==> config.mk <==
export PLATFORM = sky130hd
export DESIGN_NAME = parking_lot_multi_gate
export DESIGN_NICKNAME = d
export VERILOG_FILES = /design/src/rtl/parking_lot_multi_gate.sv
export SDC_FILE = /design/constraint.sdc
export NUM_CORES = 1
export LEC_CHECK = 0
export BUFFER_PORTS_ARGS = -buffer_cell sky130_fd_sc_hd__buf_2
export CAP_MARGIN = 20
export CORE_UTILIZATION = 30
export DETAILED_ROUTE_END_ITERATION = 10
export HOLD_SLACK_MARGIN = 0.02
export PLACE_DENSITY_LB_ADDON = 0.3
export SLEW_MARGIN = 15
export SYNTH_ARGS = -nofsm -noshare
export SYNTH_HDL_FRONTEND = slang
export SYNTH_SLANG_ARGS = --single-unit
export TNS_END_PERCENT = 10
==> constraint.sdc <==
create_clock -name clk -period 3.2 [get_ports clk]
set_input_delay 0.16 -clock clk [delete_from_list [all_inputs] [get_ports clk]]
set_output_delay 0.16 -clock clk [all_outputs]
set_load 0.02 [all_outputs]
==> src/rtl/parking_lot_multi_gate.sv <==
// Multi-gate parking lot occupancy tracker: per-gate 2-flop sensor sync and direction FSM, merged into a saturating counter.
// Define PARKING_DEBOUNCE_EN to insert a DEB_CYCLES debounce stage after each synchroniser.
module parking_lot_multi_gate #(
    parameter int NUM_GATES  = 2,
    parameter int CAPACITY   = 25,
    parameter int CNT_W      = $clog2(CAPACITY + 1),
    parameter int DEB_CYCLES = 4
) (
    input  logic                 clk,
    input  logic                 reset,
    input  logic [NUM_GATES-1:0] outer,
    input  logic [NUM_GATES-1:0] inner,
    output logic [CNT_W-1:0]     count,
    output logic                 full,
    output logic                 empty,
    output logic [NUM_GATES-1:0] enter_pulse,
    output logic [NUM_GATES-1:0] exit_pulse,
    output logic                 clamp_err
);

    localparam int SUM_W = CNT_W + 4;
    localparam logic signed [SUM_W-1:0] CAP_S = SUM_W'(CAPACITY);

    typedef enum logic [2:0] {
        IDLE,
        E1,
        E2,
        E3,
        X1,
        X2,
        X3,
        BAD
    } state_t;

    logic [NUM_GATES-1:0] outer_m, inner_m;
    logic [NUM_GATES-1:0] outer_s, inner_s;
    logic [NUM_GATES-1:0] outer_f, inner_f;
    state_t               state [NUM_GATES];

    always_ff @(posedge clk or negedge reset) begin
        if (!reset) begin
            outer_m <= '0;
            inner_m <= '0;
            outer_s <= '0;
            inner_s <= '0;
        end else begin
            outer_m <= outer;
            inner_m <= inner;
            outer_s <= outer_m;
            inner_s <= inner_m;
        end
    end

`ifdef PARKING_DEBOUNCE_EN
    localparam int DW = (DEB_CYCLES > 1) ? $clog2(DEB_CYCLES) : 1;

    logic [DW-1:0] outer_cnt [NUM_GATES];
    logic [DW-1:0] inner_cnt [NUM_GATES];

    // A filtered bit follows the synchronised bit only after DEB_CYCLES consecutive disagreeing cycles.
    always_ff @(posedge clk or negedge reset) begin
        if (!reset) begin
            outer_f <= '0;
            inner_f <= '0;
            for (int unsigned g = 0; g < NUM_GATES; g++) begin
                outer_cnt[g] <= '0;
                inner_cnt[g] <= '0;
            end
        end else begin
            for (int unsigned g = 0; g < NUM_GATES; g++) begin
                if (outer_s[g] != outer_f[g]) begin
                    if (outer_cnt[g] == DW'(DEB_CYCLES - 1)) begin
                        outer_f[g]   <= outer_s[g];
                        outer_cnt[g] <= '0;
                    end else begin
                        outer_cnt[g] <= outer_cnt[g] + 1'b1;
                    end
                end else begin
                    outer_cnt[g] <= '0;
                end

                if (inner_s[g] != inner_f[g]) begin
                    if (inner_cnt[g] == DW'(DEB_CYCLES - 1)) begin
                        inner_f[g]   <= inner_s[g];
                        inner_cnt[g] <= '0;
                    end else begin
                        inner_cnt[g] <= inner_cnt[g] + 1'b1;
                    end
                end else begin
                    inner_cnt[g] <= '0;
                end
            end
        end
    end
`else
    assign outer_f = outer_s;
    assign inner_f = inner_s;
`endif

    // s = {outer, inner}; exit states mirror entry states with the sensor roles swapped.
    function automatic state_t next_state(input state_t cur, input logic [1:0] s);
        next_state = cur;
        case (cur)
            IDLE: case (s)
                2'b10: next_state = E1;
                2'b01: next_state = X1;
                2'b11: next_state = BAD;
                default: next_state = IDLE;
            endcase
            E1: case (s)
                2'b11: next_state = E2;
                2'b00: next_state = IDLE;
                default: next_state = E1;
            endcase
            E2: case (s)
                2'b01: next_state = E3;
                2'b10: next_state = E1;
                2'b00: next_state = BAD;
                default: next_state = E2;
            endcase
            E3: case (s)
                2'b00: next_state = IDLE;
                2'b11: next_state = E2;
                2'b10: next_state = BAD;
                default: next_state = E3;
            endcase
            X1: case (s)
                2'b11: next_state = X2;
                2'b00: next_state = IDLE;
                default: next_state = X1;
            endcase
            X2: case (s)
                2'b10: next_state = X3;
                2'b01: next_state = X1;
                2'b00: next_state = BAD;
                default: next_state = X2;
            endcase
            X3: case (s)
                2'b00: next_state = IDLE;
                2'b11: next_state = X2;
                2'b01: next_state = BAD;
                default: next_state = X3;
            endcase
            BAD: next_state = (s == 2'b00) ? IDLE : BAD;
            default: next_state = IDLE;
        endcase
    endfunction

    always_ff @(posedge clk or negedge reset) begin
        if (!reset) begin
            enter_pulse <= '0;
            exit_pulse  <= '0;
            for (int unsigned g = 0; g < NUM_GATES; g++) begin
                state[g] <= IDLE;
            end
        end else begin
            for (int unsigned g = 0; g < NUM_GATES; g++) begin
                state[g]       <= next_state(state[g], {outer_f[g], inner_f[g]});
                enter_pulse[g] <= (state[g] == E3) && ({outer_f[g], inner_f[g]} == 2'b00);
                exit_pulse[g]  <= (state[g] == X3) && ({outer_f[g], inner_f[g]} == 2'b00);
            end
        end
    end

    function automatic logic [3:0] popcount(input logic [NUM_GATES-1:0] v);
        popcount = '0;
        for (int unsigned i = 0; i < NUM_GATES; i++) begin
            popcount = popcount + 4'(v[i]);
        end
    endfunction

    logic signed [SUM_W-1:0] sum;
    logic [CNT_W-1:0]        next_count;
    logic                    clamp_hit;

    always_comb begin
        sum        = SUM_W'(count) + SUM_W'(popcount(enter_pulse)) - SUM_W'(popcount(exit_pulse));
        next_count = count;
        clamp_hit  = 1'b0;
        if (sum < 0) begin
            next_count = '0;
            clamp_hit  = 1'b1;
        end else if (sum > CAP_S) begin
            next_count = CNT_W'(CAPACITY);
            clamp_hit  = 1'b1;
        end else begin
            next_count = sum[CNT_W-1:0];
        end
    end

    always_ff @(posedge clk or negedge reset) begin
        if (!reset) begin
            count     <= '0;
            clamp_err <= 1'b0;
        end else begin
            count <= next_count;
            if (clamp_hit) begin
                clamp_err <= 1'b1;
            end
        end
    end

    assign full  = (count == CNT_W'(CAPACITY));
    assign empty = (count == '0);

endmodule

==> impl_metrics.toml, run 1 <==
[sta]
fin_crit_sh_pct = 84.3
fin_tns_setup_ns = 0
rsz0062_at_grt = "no"
setup_viol = 0
fin_ws_ns = 0.502
hold_viol_final = 0
worst_slew_margin_rel_pct = 65.3
maxSlewViolCount = 0
period_needed_ns = 2.70
tightest_slew_ns = 0.521
fin_skew_ns = 0.00239
fmax_ghz = 0.371

[floorplan]
die_h_um = 73.0
die_x_um = 73.0
core_area_mm2 = 0.00479
ios = 18
initial_core_util_pct = 31.6
rows = 25
die_area_mm2 = 0.00533

[synth]
synth.top_cell.area_share_pct = 39.7
synth-seq-area-share_pct = 39.7
ys_top_cells_by_count = "24 x dfrtp_1, 21 x inv_1, 20 x ha_1"
synthFlopType = "dfrtp_1"
synth.ff_latch_count = 24
postSynthAreaPerCell_um2 = 10.1
synth.most_common_cell = "dfrtp_1"
synth_warnings = 0
synth_top_area_cell = "dfrtp_1"
syn_area_mm2 = 0.00151
ys_top_cells_by_area = "dfrtp_1 40%, ha_1 17%, inv_1 5.2%"
synth_enable_flop_cells = 0
syn_nets = 179
synth.distinct_cells = 40
async_flop_share_pct = 100
syn_inst = 150

[worst_setup_path]
crit_type = "reg -> reg"
crit_required_ns = 3.33
critPathLaunchType = "flip-flop"
worstRegToRegCells = 9
endpoint_kind = "flip-flop"
worstPathArrival_ns = 2.83
reg2reg_slack_ns = 0.50
cp_max_fo = 4

[clock_network]
clock-sinks = 24
postCtsSetupBuffers = 0
tritoncts = "built"
clk_pin_slew_ns = 0.08
cts_buffers = 3
post_cts_resized = 0
insertion_delay_ns = 0.26
h-tree-depth = 1
cts_hold_buf = 5
cts_buffer_depth = 2
cts_root_buffer = "clkbuf_8"

[place]
post-dp-hpwl_um = 1990
gp_congestion = 0.776
place_ws_ns = 0.501
portBuffers = 17

[global_route]
grt_pass1_wl_um = 4430
grt_antenna_before_repair = 0
grt_use_total_pct = 11.0
grt_max_degree = 25
grt-ovfl-total = 0
grt_pass1_vias = 1012

[drt]
first_iter_violations = 43
drt-total-wl_um = 2580
viasPerCell = 4.49
dr_total_vias = 1073
ant_nets = 0
drt-pass1-iter-count = 3
drc = 0
routedWlPerCell_um = 10.8

[job]
cap_viol_max_count = 0

[cells_and_area]
final_nets = 202
n_antenna_cell = 0
syn_to_final_growth_pct = 16.6
fill_cells = 481
layout-drive-gt1-share_pct = 16.3

[pwr]
p_per_area_mw_per_mm2 = 844
vdd_drop_max_v = 0.000360
p_leak_nw = 0.855

[status]
status = "completed"

[worst_hold_path]
hold_depth = 0
hp-class = "reg -> reg"
-- path summary, 6_finish.rpt --
kind / to / startpoint
min in group asynchronous: outer_m[0] / reset
max in group asynchronous: exit_pulse[1] / reset
worst min register to register: inner_f[1] / inner_m[1]
worst min-delay path: inner_f[1] / inner_m[1]
worst max-delay path: count[0] / enter_pulse[0]
worst max register to register: count[0] / enter_pulse[0]
-- placed cells by master, fill, tap and decap left out, types with 2 or more instances in the layout --
master and n:
a211oi_1 2, a21oi_1 6, buf_2 17, clkbuf_8 4, dfrtp_1 24, dlygate4sd3_1 5
fa_1 3, ha_1 20, inv_1 21, mux2_2 2, nand2_1 10, nand2b_1 2
nor2_1 10, nor2b_1 3, nor3_1 6, nor3b_1 2, o2111a_1 2, o21ai_0 6
o21bai_1 3, o22ai_1 2, xor2_1 2
-- worst max-delay path, cell delays in order, from the launching register on --
cell and delay [ns]:
dfrtp_1 0.41, fa_1 0.54, inv_1 0.05, fa_1 0.35
inv_1 0.06, ha_1 0.17, fa_1 0.44, o21bai_1 0.29
o21bai_1 0.16, a32oi_1 0.11
-- final cells by class --
class	instances	area (um^2)	share of cell area (%)
multi-input cells	101	810	45.9
flip-flops and latches	24	601	34.1
repair buffers	22	135	7.67
well taps	67	83.8	4.76
inverters	21	78.8	4.47
clock buffers	4	55.1	3.12
-- report_power, final --
| group | internal [mW] | total, mW | switching [mW] | leakage [nW] |
|---|---|---|---|---|
| Combinational | 0.357 | 0.787 | 0.430 | 0.541 |
| Sequential | 0.381 | 0.498 | 0.117 | 0.285 |
| Clock | 0.110 | 0.202 | 0.0923 | 0.0288 |
-- cells by family (layout without fill, tap and decap cells) --
| logic type | Yosys count | in the layout | synth area share [%] |
|---|---|---|---|
| AND/OR/NAND/NOR | 36 | 36 | 11.6 |
| AO/OA/AOI/OAI | 35 | 35 | 16.5 |
| buffers and inverters | 25 | 47 | 6.71 |
| flip-flops | 24 | 24 | 39.7 |
| adder cells (fa/ha/maj) | 23 | 23 | 20.5 |
| XOR/XNOR | 4 | 4 | 2.82 |
| multiplexers | 3 | 3 | 2.15 |
-- state kept, by name (all words and copies together) (netlist names) --
signal	count
clamp_err	1
count	5
enter_pulse	2
state	6
outer_f	2
exit_pulse	2
inner_f	2
inner_m	2
outer_m	2
-- per-layer routing --
metal | share of wire (%) | routed length, um | global-route usage, % | up-vias
li1 | - | - | - | 559
met1 | 50 | 1290 | 14.6 | 491
met2 | 44 | 1130 | 17.1 | 19
met3 | 5.1 | 132 | 3.45 | 4
met4 | 0.89 | 23 | 3.27 | 0
met5 | 0 | 0 | 0 | -
-- metrics by stage --
stage                     std cells  hold WS, ns  power, mW  cell area [um^2]  util (%)
after detailed placement        230        0.179       1.29              1660      34.6
after global routing            239        0.365       1.64              1760      36.8
after floorplan                 150       -0.136       1.13              1510         -
final                           239        0.352       1.49              1760      36.8
after CTS                       239        0.356       1.51              1760      36.8
after global placement          230        0.171       1.29              1660      34.6
(Power assumes the default switching activity.)
==> run 2: changes to the inputs <==
clock period = 2.8 ns   (was 3.2 ns; I/O delays follow)
==> impl_metrics.toml, run 2 (synthesized netlist as in run 1, its figures left out) <==
[clock_network]
postCtsSetupBuffers = 0
cts_buffers = 3
cts_root_buffer = "clkbuf_8"
clock-sinks = 24
cts_buffer_depth = 2
insertion_delay_ns = 0.27
h-tree-depth = 1
tritoncts = "built"
clk_pin_slew_ns = 0.08

[cells_and_area]
regArea_um2 = 601
multi_input_area_um2 = 810
fin_area_mm2 = 0.00179
final_cell_mix = "24 x dfrtp_1, 21 x inv_1, 20 x ha_1"
final_common_cell = "dfrtp_1"
reg.largest.list = "state x6, count x5"
final_nets = 203
largest_reg_flops = 6
top_register = "state"
n_antenna_cell = 0
fill_cells = 489
fin_cells = 240
syn_to_final_growth_pct = 18.2
layout-drive-gt1-share_pct = 16.8

[worst_setup_path]
cpPeakStageDelay_ns = 0.53
critPathSlowestCell = "fa_1"
critPathLaunchType = "flip-flop"
crit_type = "reg -> reg"
worstPathArrival_ns = 2.79
crit_required_ns = 3.01
endpoint_kind = "flip-flop"
path_cells = "fa_1 > inv_1 > fa_1 > inv_1 > ha_1 > fa_1 > o21bai_1 > buf_4 > o2111a_1"
cp_max_fo = 3
worst_path_most_repeated_cell = "fa_1"

[global_route]
grt_pass1_vias = 1032
grt_pass1_wl_um = 4370
grt_max_degree = 25
grt-ovfl-total = 0
grt_use_total_pct = 10.8
grt_antenna_before_repair = 0

[floorplan]
die_x_um = 73.0
ios = 18
core_area_mm2 = 0.00479
rows = 25
die_area_mm2 = 0.00533
initial_core_util_pct = 31.6
die_h_um = 73.0

[pwr]
p_int_mw = 1.06
p_per_area_mw_per_mm2 = 1010
p_leak_nw = 0.867
p_switching_mw = 0.750
pwr-share-seq_pct = 31.6
p_comb_share_pct = 51.5
vdd_drop_max_v = 0.000387
swShare_pct = 41.5
power_frac_clock_pct = 16.9

[place]
place_ws_ns = 0.222
post-dp-hpwl_um = 1970
place_inst = 231
portBuffers = 17
placed_area_mm2 = 0.00167
gp_congestion = 0.764

[drt]
routedWlPerCell_um = 10.8
ant_nets = 0
wl_met3_um = 132
viasPerCell = 4.60
first_iter_violations = 50
wl_met2_um = 1130
dr_total_vias = 1103
drc = 0
drt-total-wl_um = 2590
highest_layer = "met4"
wl_met1_um = 1290
drt-pass1-iter-count = 4

[sta]
fmax_ghz = 0.388
setup_viol = 0
tightest_slew_ns = 0.522
period_needed_ns = 2.58
maxSlewViolCount = 0
hold_viol_final = 0
fin_tns_setup_ns = 0
worst_slew_margin_rel_pct = 65.2
fin_ws_ns = 0.221
holdWs_ns = 0.354
rsz0062_at_grt = "no"
fin_crit_sh_pct = 92.1
fin_skew_ns = 0.00165

[job]
cap_viol_max_count = 0

[status]
status = "completed"

[worst_hold_path]
hp-class = "reg -> reg"
-- run 2: critical path, delay by kind of cell (launching register included) --
| kind | cells | cell delay (ns) |
|---|---|---|
| buf+inv | 3 | 0.26 |
| flops | 1 | 0.41 |
| compound gates | 2 | 0.37 |
| fa+ha+maj | 4 | 1.49 |
-- run 2: area by class of cell --
| cell class | count | area share [%] |
|---|---|---|
| flip-flops and latches | 24 | 33.6 |
| well taps | 67 | 4.69 |
| inverters | 21 | 4.41 |
| repair buffers | 23 | 7.98 |
| clock inverters | 1 | 1.68 |
| clock buffers | 3 | 2.31 |
| multi-input cells | 101 | 45.3 |
-- run 2: final timing paths --
path	from	end	slack (ns)	cells past startpoint
max	enter_pulse[0]	count[2]	0.22	9
min	inner_m[1]	inner_f[1]	0.35	0
max reg2reg	enter_pulse[0]	count[2]	0.22	9
min reg2reg	inner_m[1]	inner_f[1]	0.35	0
max in group asynchronous	reset	count[0]	2.08	2
min in group asynchronous	reset	outer_m[0]	0.37	2
-- run 2: through the flow --
stage / utilization (%) / total power, mW
CTS: 37.3 / 1.82
detailed placement: 34.8 / 1.50
floorplan: - / 1.29
global route: 37.3 / 1.96
global placement: 34.8 / 1.51
finish: 37.3 / 1.81
-- run 2: what timing repair did --
action,4_1_cts,5_1_grt
endpoints found under the hold margin,28,0
resized for setup,0,0
hold buffers,5,0
-- run 2: per-layer routing --
metal  up-vias  GRT usage [%]
li1        558              -
met3         5           3.18
met4         0           4.58
met5         -              0
met2        21           17.0
met1       519           13.8
-- run 2: power by group through the flow --
stage	Clock, mW	Combinational [mW]	Sequential (mW)
after CTS	0.312	0.937	0.569
after detailed placement	0	0.926	0.575
final	0.304	0.930	0.571
after floorplan	0	0.754	0.540
after global routing	0.324	1.05	0.591
after global placement	0	0.934	0.577
==> run 3: changes to the inputs <==
PLACE_DENSITY_LB_ADDON = default   (was 0.3)
==> impl_metrics.toml, run 3 (synthesized netlist as in run 1, its figures left out) <==
[status]
status = "completed"

[clock_network]
clk_pin_slew_ns = 0.09
insertion_delay_ns = 0.26
clock-sinks = 24
cts_buffers = 3
h-tree-depth = 1
cts_root_buffer = "clkbuf_8"
cts_buffer_depth = 2
tritoncts = "built"

[pwr]
p_leak_nw = 0.867
p_per_area_mw_per_mm2 = 1010
power_frac_clock_pct = 16.7
pwr-share-seq_pct = 31.7
vdd_drop_max_v = 0.000377
p_int_mw = 1.06
p_comb_share_pct = 51.6
finalPower_mw = 1.80
swShare_pct = 41.2
p_switching_mw = 0.742

[global_route]
grt_use_total_pct = 11.1
grt_pass1_vias = 1082
grt_antenna_before_repair = 0
grt-ovfl-total = 0
grt_max_degree = 25
grt_pass1_wl_um = 4620

[drt]
routedWlPerCell_um = 10.7
viasPerCell = 4.55
dr_total_vias = 1093
drt-pass1-iter-count = 4
drc = 0
ant_nets = 0
drt-total-wl_um = 2580
first_iter_violations = 47

[cells_and_area]
final_common_cell = "dfrtp_1"
largest_reg_flops = 6
final_nets = 203
reg.largest.list = "state x6, count x5"
post-route-util_pct = 37.3
final_cell_mix = "24 x dfrtp_1, 21 x inv_1, 20 x ha_1"
fin_cells = 240
fin_area_mm2 = 0.00179
syn_to_final_growth_pct = 18.2
n_antenna_cell = 0
fill_cells = 477
layout-drive-gt1-share_pct = 16.8
top_register = "state"

[floorplan]
initial_core_util_pct = 31.6
die_x_um = 73.0
die_h_um = 73.0
core_area_mm2 = 0.00479
die_area_mm2 = 0.00533
rows = 25
ios = 18

[place]
portBuffers = 17
place_inst = 231
post-dp-hpwl_um = 1950
placed_area_mm2 = 0.00167
gp_congestion = 0.772

[sta]
period_needed_ns = 2.57
hold_viol_final = 0
fin_skew_ns = 0.00336
maxSlewViolCount = 0
worst_slew_margin_rel_pct = 64.9
rsz0062_at_grt = "no"
setup_viol = 0
fin_crit_sh_pct = 91.9
fin_tns_setup_ns = 0
fmax_ghz = 0.389
tightest_slew_ns = 0.526

[worst_setup_path]
r2r_end = "clamp_err"
worstPathArrival_ns = 2.71
crit_required_ns = 2.93
worstRegToRegCells = 9
critPathLaunchType = "flip-flop"
cp_max_fo = 3
r2r-start = "enter_pulse[0]"
crit_type = "reg -> reg"
reg2reg_slack_ns = 0.23
endpoint_kind = "flip-flop"

[worst_hold_path]
hold_depth = 0
min_from = "inner_m[0]"
hold_end = "inner_f[0]"
hp-class = "reg -> reg"

[job]
cap_viol_max_count = 0
[run 3: power groups by stage]
stage	combinational, mW	sequential (mW)	clock (mW)
final	0.929	0.570	0.301
after global routing	1.04	0.593	0.325
after CTS	0.937	0.570	0.315
after detailed placement	0.927	0.576	0
after global placement	0.925	0.576	0
after floorplan	0.754	0.540	0
[run 3: area by class of cell]
| class | instances | area [um^2] | area share (%) |
|---|---|---|---|
| clock inverters | 1 | 30.0 | 1.68 |
| repair buffers | 23 | 143 | 7.98 |
| multi-input cells | 101 | 810 | 45.3 |
| flip-flops and latches | 24 | 601 | 33.6 |
| clock buffers | 3 | 41.3 | 2.31 |
| inverters | 21 | 78.8 | 4.41 |
| well taps | 67 | 83.8 | 4.69 |
[run 3: routing by layer]
layer  wire length (um)  GRT usage (%)
met4                  0           1.53
met5                  0              0
met1               1300           14.7
met2               1190           18.2
met3                 91           3.31
[run 3: worst max-delay path by stage]
stage / to / slack [ns] / depth (start not counted) / startpoint
finish: clamp_err / 0.23 / 9 / enter_pulse[0]
global route: count[2] / 0.04 / 9 / enter_pulse[0]
CTS: clamp_err / 0.20 / 9 / enter_pulse[0]
detailed placement: clamp_err / 0.21 / 9 / enter_pulse[0]
global placement: clamp_err / 0.26 / 9 / enter_pulse[0]
floorplan: count[0] / 0.16 / 10 / exit_pulse[0]
[run 3: worst max-delay path, cell delays in order (launching register included)]
cell,delay [ns]
dfrtp_1,0.41
fa_1,0.54
inv_1,0.05
fa_1,0.35
inv_1,0.06
ha_1,0.16
fa_1,0.44
o21bai_1,0.18
buf_4,0.14
o2111ai_1,0.11
[run 3: stage by stage]
step	setup WS [ns]	hold WS (ns)
floorplan	0.164	-0.156
global placement	0.257	0.157
detailed placement	0.209	0.157
CTS	0.197	0.355
global route	0.0429	0.363
finish	0.226	0.353
[run 3: what timing repair did]
| action | in CTS | in global routing |
|---|---|---|
| resized for setup | 0 | 0 |
| hold endpoints to repair | 28 | 0 |
| hold buffers | 5 | 0 |
| setup buffers | 0 | 0 |
